$ cat config.mk
export PLATFORM = sky130hd
export DESIGN_NAME = cory_demuxb_flat
export DESIGN_NICKNAME = d
export VERILOG_FILES = /design/src/rtl/cory_demuxb_if.sv /design/src/rtl/cory_demuxb.sv /design/src/flat_wrapper.sv
export SDC_FILE = /design/constraint.sdc
export NUM_CORES = 1
export LEC_CHECK = 0
export CAP_MARGIN = 10
export CORE_MARGIN = 3
export CORE_UTILIZATION = 50
export CTS_BUF_LIST = sky130_fd_sc_hd__clkbuf_8 sky130_fd_sc_hd__clkbuf_16
export CTS_CLUSTER_DIAMETER = 200
export DETAILED_ROUTE_END_ITERATION = 6
export PLACE_DENSITY_LB_ADDON = 0.08
export SLEW_MARGIN = 20
export SYNTH_ARGS = -nofsm -noshare
export SYNTH_HDL_FRONTEND = slang
export SYNTH_SLANG_ARGS = --single-unit
export TNS_END_PERCENT = 1
$ cat constraint.sdc
create_clock -name clk -period 3.63 [get_ports clk]
set_clock_uncertainty 0.15 [all_clocks]
set_input_delay 0.9075 -clock clk [delete_from_list [all_inputs] [get_ports clk]]
set_output_delay 0.9075 -clock clk [all_outputs]
set_load 0.01 [all_outputs]
$ cat src/rtl/cory_demuxb_if.sv
// Handshake bundle for cory_demuxb: upstream beat stream, select tokens and
// the R per-channel output streams. The DUT uses the slave modport.
interface cory_demuxb_if #(
  parameter int N = 8,
  parameter int R = 4,
  parameter int C = 8,
  parameter int S = (R > 1) ? $clog2(R) : 1,
  parameter int D = R * N
);
  logic         i_a_v;
  logic [N-1:0] i_a_d;
  logic         o_a_r;
  logic         i_s_v;
  logic [S-1:0] i_s_d;
  logic [C-1:0] i_s_n;
  logic         o_s_r;
  logic [R-1:0] o_zx_v;
  logic [D-1:0] o_zx_d;
  logic [R-1:0] i_zx_r;
  logic         o_busy;
  logic         dbg_state;

  // All streams use valid/ready: a transfer happens on a rising clk edge
  // where valid and ready are both 1; valid with its data must then hold
  // steady until that edge, and ready may depend on the other side's state.
  modport slave (
    input  i_a_v, i_a_d, i_s_v, i_s_d, i_s_n, i_zx_r,
    output o_a_r, o_s_r, o_zx_v, o_zx_d, o_busy, dbg_state
  );

  modport master (
    output i_a_v, i_a_d, i_s_v, i_s_d, i_s_n, i_zx_r,
    input  o_a_r, o_s_r, o_zx_v, o_zx_d, o_busy, dbg_state
  );
endinterface

$ cat src/rtl/cory_demuxb.sv
// Burst demux: one select token steers (i_s_n+1) beats to channel i_s_d,
// each channel behind a one-entry slice. CORY_DEMUXB_ERR_EN adds sticky o_err.
module cory_demuxb #(
  parameter int N = 8,
  parameter int R = 4,
  parameter int C = 8,
  parameter int S = (R > 1) ? $clog2(R) : 1,
  parameter int D = R * N
) (
  input  logic clk,
  input  logic reset,
  cory_demuxb_if.slave bus
`ifdef CORY_DEMUXB_ERR_EN
  ,
  output logic o_err
`endif
);
  typedef enum logic {IDLE = 1'b0, ROUTE = 1'b1} state_t;

  localparam logic [S:0] R_EXT = (S + 1)'(R);

  state_t       state;
  logic [S-1:0] sel;
  logic [C-1:0] cnt;
  logic         s_r_q;
  logic [R-1:0] slot_v;
  logic [N-1:0] slot_d [R];
  logic [D-1:0] zx_d;
  logic         sel_oor;
  logic         sel_free;
  logic         a_fire;
  logic         s_fire;

  // Out-of-range channels swallow beats, so they are always ready.
  assign sel_oor = {1'b0, sel} >= R_EXT;

  always_comb begin
    sel_free = 1'b0;
    for (int k = 0; k < R; k++) begin
      if (sel == S'(k)) sel_free = !slot_v[k] | bus.i_zx_r[k];
    end
  end

  assign bus.o_a_r     = (state == ROUTE) & (sel_oor | sel_free);
  assign bus.o_s_r     = s_r_q;
  assign a_fire        = bus.i_a_v & bus.o_a_r;
  assign s_fire        = bus.i_s_v & s_r_q;
  assign bus.o_zx_v    = slot_v;
  assign bus.o_zx_d    = zx_d;
  assign bus.o_busy    = (state == ROUTE) | (|slot_v);
  assign bus.dbg_state = state;

  // o_s_r is registered, so it rises one cycle after reset is released.
  always_ff @(posedge clk) begin
    if (reset) begin
      state <= IDLE;
      sel   <= '0;
      cnt   <= '0;
      s_r_q <= 1'b0;
    end else begin
      case (state)
        IDLE: begin
          s_r_q <= 1'b1;
          if (s_fire) begin
            sel   <= bus.i_s_d;
            cnt   <= bus.i_s_n;
            state <= ROUTE;
            s_r_q <= 1'b0;
          end
        end
        ROUTE: begin
          if (a_fire) begin
            if (cnt == '0) begin
              state <= IDLE;
              s_r_q <= 1'b1;
            end else begin
              cnt <= cnt - 1'b1;
            end
          end
        end
        default: begin
          state <= IDLE;
          s_r_q <= 1'b0;
        end
      endcase
    end
  end

  // A load wins over a drain, which keeps a slot full at one beat per cycle.
  always_ff @(posedge clk) begin
    if (reset) begin
      slot_v <= '0;
      for (int k = 0; k < R; k++) slot_d[k] <= '0;
    end else begin
      for (int k = 0; k < R; k++) begin
        if (a_fire && (sel == S'(k))) begin
          slot_v[k] <= 1'b1;
          slot_d[k] <= bus.i_a_d;
        end else if (bus.i_zx_r[k]) begin
          slot_v[k] <= 1'b0;
        end
      end
    end
  end

  always_comb begin
    zx_d = '0;
    for (int k = 0; k < R; k++) zx_d[k*N +: N] = slot_d[k];
  end

`ifdef CORY_DEMUXB_ERR_EN
  logic err_q;

  always_ff @(posedge clk) begin
    if (reset) err_q <= 1'b0;
    else if (s_fire && ({1'b0, bus.i_s_d} >= R_EXT)) err_q <= 1'b1;
  end

  assign o_err = err_q;
`endif
endmodule

$ cat src/flat_wrapper.sv
// flat-port wrapper written by rule: the top's interface ports become plain ports
module cory_demuxb_flat 
#(
  parameter int N = 8,
  parameter int R = 4,
  parameter int C = 8,
  parameter int S = (R > 1) ? $clog2(R) : 1,
  parameter int D = R * N
)
  (clk, reset, bus_i_a_v, bus_i_a_d, bus_i_s_v, bus_i_s_d, bus_i_s_n, bus_i_zx_r, bus_o_a_r, bus_o_s_r, bus_o_zx_v, bus_o_zx_d, bus_o_busy, bus_dbg_state);
  cory_demuxb_if #(.N(N), .R(R), .C(C), .S(S), .D(D)) bus_i ();
  input  logic clk;
  input  logic reset;
  input wire logic [$bits(bus_i.i_a_v)-1:0] bus_i_a_v;
  input wire logic [$bits(bus_i.i_a_d)-1:0] bus_i_a_d;
  input wire logic [$bits(bus_i.i_s_v)-1:0] bus_i_s_v;
  input wire logic [$bits(bus_i.i_s_d)-1:0] bus_i_s_d;
  input wire logic [$bits(bus_i.i_s_n)-1:0] bus_i_s_n;
  input wire logic [$bits(bus_i.i_zx_r)-1:0] bus_i_zx_r;
  output wire logic [$bits(bus_i.o_a_r)-1:0] bus_o_a_r;
  output wire logic [$bits(bus_i.o_s_r)-1:0] bus_o_s_r;
  output wire logic [$bits(bus_i.o_zx_v)-1:0] bus_o_zx_v;
  output wire logic [$bits(bus_i.o_zx_d)-1:0] bus_o_zx_d;
  output wire logic [$bits(bus_i.o_busy)-1:0] bus_o_busy;
  output wire logic [$bits(bus_i.dbg_state)-1:0] bus_dbg_state;
  assign bus_i.i_a_v = bus_i_a_v;
  assign bus_i.i_a_d = bus_i_a_d;
  assign bus_i.i_s_v = bus_i_s_v;
  assign bus_i.i_s_d = bus_i_s_d;
  assign bus_i.i_s_n = bus_i_s_n;
  assign bus_i.i_zx_r = bus_i_zx_r;
  assign bus_o_a_r = bus_i.o_a_r;
  assign bus_o_s_r = bus_i.o_s_r;
  assign bus_o_zx_v = bus_i.o_zx_v;
  assign bus_o_zx_d = bus_i.o_zx_d;
  assign bus_o_busy = bus_i.o_busy;
  assign bus_dbg_state = bus_i.dbg_state;
  cory_demuxb #(.N(N), .R(R), .C(C), .S(S), .D(D)) u_core (.clk(clk), .reset(reset), .bus(bus_i));
endmodule
==> results.cfg <==
[outcome]
outcome = completed

[clock_tree]
cts_tree = yes
postCtsSetupBuffers = 0
cts-root-buf = clkbuf_8
clk_latency_ns = 0.29
clkTransAtPathRegs_ns = 0.08
clkSinkCount = 48
cts_buffers = 5
cts_hold_buf = 0
cts_max_path_buffers = 2
htree_levels = 2

[drt]
antenna_left = 0
wl_met3_um = 280
routed_wl_um = 4380
dr_wl_met2_um = 2200
wire_per_inst_um = 14.4
drt_pass1_iterations = 4
remaining_drc_errors = 0
wl_met1_um = 1870
drtIter0Drc = 151
drt-vias-per-instance = 5.27
topRoutingLayerUsed = met4
num_vias = 1607

[timing]
relSlewSlack_pct = 45.3
grt_setup_unrepaired = no
min_period_over_period_pct = 97.4
finalHoldViolations = 0
layout_min_cycle_time_ns = 3.53
slew_violations = 0
worst_pin_slew_ns = 0.814
setup_viol = 0
max_freq_mhz = 283

[job]
max_cap_viol_count = 0

[synth]
syn-num-nets = 211
ys_top_cells_by_count = 32 x and2_1, 32 x edfxtp_1, 16 x dfxtp_1, 10 x nor2_1
syn_inst = 183
synth-seq-area-share_pct = 60.0
ys_warn_count = 0
synthArstFlopShare_pct = 0
syn_avg_cell_area_sq_um = 11.7
synth_top_area_cell = edfxtp_1
yosysTopAreaCellShare_pct = 45.0
synth_area_leaders = edfxtp_1 45%, dfxtp_1 15%, and2_1 9.4%
synth_cell_types = 45
syn_area_sq_um = 2140
synthFlopType = edfxtp_1
synth_edf_count = 32
ys_seq_elements = 48

[worst_setup_path]
reg2reg_slack_ns = 1.18
worstSetupPathType = in -> out
rr_worst_depth = 5
cp.arrival_ns = 2.48
rr_endpoint = u_core.slot_d[0][7]
cp_max_fo = 2
crit_start = bus_i_zx_r[0]
crit_required_ns = 2.57
timing.rr.start = u_core.sel[0]
end_kind = primary output
startpoint_type = input pin

[cells_and_area]
utilization_pct = 72.7
multi_input_area_sq_um = 808
n_antenna_cell = 0
fill_cells = 315
nNetsFinal = 282
sequential_cell_area_sq_um = 1280
drive_gt1_share_pct = 9.02
area_growth_pct = 38.1

[global_route]
grt_pass1_wl_um = 7280
grt_start_max_net_pins = 24
gr-usage-all-layers_pct = 18.2
grt_pass1_vias = 1517
antenna_found_initial = 0
grt_overflow = 0

[place]
portBuffers = 65
place.gp.congestion = 0.801
dp_hpwl_um = 3300

[hold_path]
holdPathStages = 2
min_from = u_core.cnt[6]
min_path_type = reg -> reg
worstHoldEndpoint = u_core.cnt[6]

[pwr]
p_leak_nw = 1.08
p_per_area_nw_per_um2 = 575
power_mw = 1.70
ir_worst_vdd_mv = 0.438

[floorplanning]
initial_core_util_pct = 52.6
rows = 23
die_height_um = 71.4
design.core.area_sq_um = 4060
ios = 66
die_area_sq_um = 5090
die_w_um = 71.4
worst max path at each step:
stage	endpoint	slack, ns
2_1_floorplan	bus_o_a_r	0.70
3_3_place_gp	bus_o_a_r	-0.13
3_5_place_dp	bus_o_a_r	-0.14
4_1_cts	bus_o_a_r	0.05
5_1_grt	bus_o_a_r	0.03
6_report	bus_o_a_r	0.1
stage by stage:
step | std cells | setup TNS [ns] | cell area, sq um | setup WS, ns | hold slack [ns]
global placement | 297 | -0.128 | 2860 | -0.128 | 0.341
CTS | 305 | 0 | 2950 | 0.0515 | 0.360
detailed placement | 297 | -0.135 | 2860 | -0.135 | 0.347
global route | 305 | 0 | 2950 | 0.0324 | 0.393
floorplan | 183 | 0 | 2140 | 0.697 | 0.318
finish | 305 | 0 | 2950 | 0.0956 | 0.354
where the power goes:
group | internal, mW | switching, mW | total [mW]
Sequential | 0.658 | 0.0701 | 0.728
Clock | 0.133 | 0.177 | 0.310
Combinational | 0.338 | 0.321 | 0.659
cell type report:
cell class                      count  share of cell area (%)
Sequential cell                    48                    43.4
Multi-Input combinational cell    123                    27.4
Timing Repair Buffer               70                    23.3
Clock buffer                        5                    2.33
Tap cell                           50                    2.12
Inverter                            6                   0.764
Clock inverter                      3                   0.636
state kept, by name (all words and copies together), names as in the netlist:
name                  cells
u_core.bus.dbg_state      1
u_core.bus.o_s_r          1
u_core.sel                2
u_core.cnt                8
u_core.slot_d            32
u_core.bus.o_zx_v         4
critical path, stage by stage:
cell and delay, ns:
clkdlybuf4s50_1 0.42, or4b_2 0.63, o311ai_1 0.14, nor2_1 0.08, dlygate4sd2_1 0.29
cell usage in the layout (no fill, tap or decap), types with 6 or more instances in the layout:
master            n
a21oi_1           6
edfxtp_1         32
nand2_1           6
inv_1             6
nor2_1           10
o21ai_0           6
and2_1           32
nand2b_1          6
clkdlybuf4s50_1  64
dfxtp_1          16
timing repair:
item	CTS	global route
resized for setup	1	1
endpoints found under the setup margin	1	1
pin swaps	0	0
cells by family (layout without fill, tap and decap cells):
kind of cell / count (synthesis) / after routing / synth area share (%)
compound gates: 37 / 37 / 12.4
mux: 2 / 2 / 0.937
fa+ha+maj: 2 / 2 / 1.17
simple gates: 78 / 78 / 21.7
buf+inv: 12 / 84 / 2.17
flops: 48 / 48 / 60.0
xor+xnor: 4 / 4 / 1.64
per-layer routing:
metal	vias up	global-route usage, %
met4	0	3.76
met3	5	3.93
li1	802	-
met1	745	23.1
met2	55	32.0
met5	-	0
No activity file was read; power rests on OpenSTA's default activity.
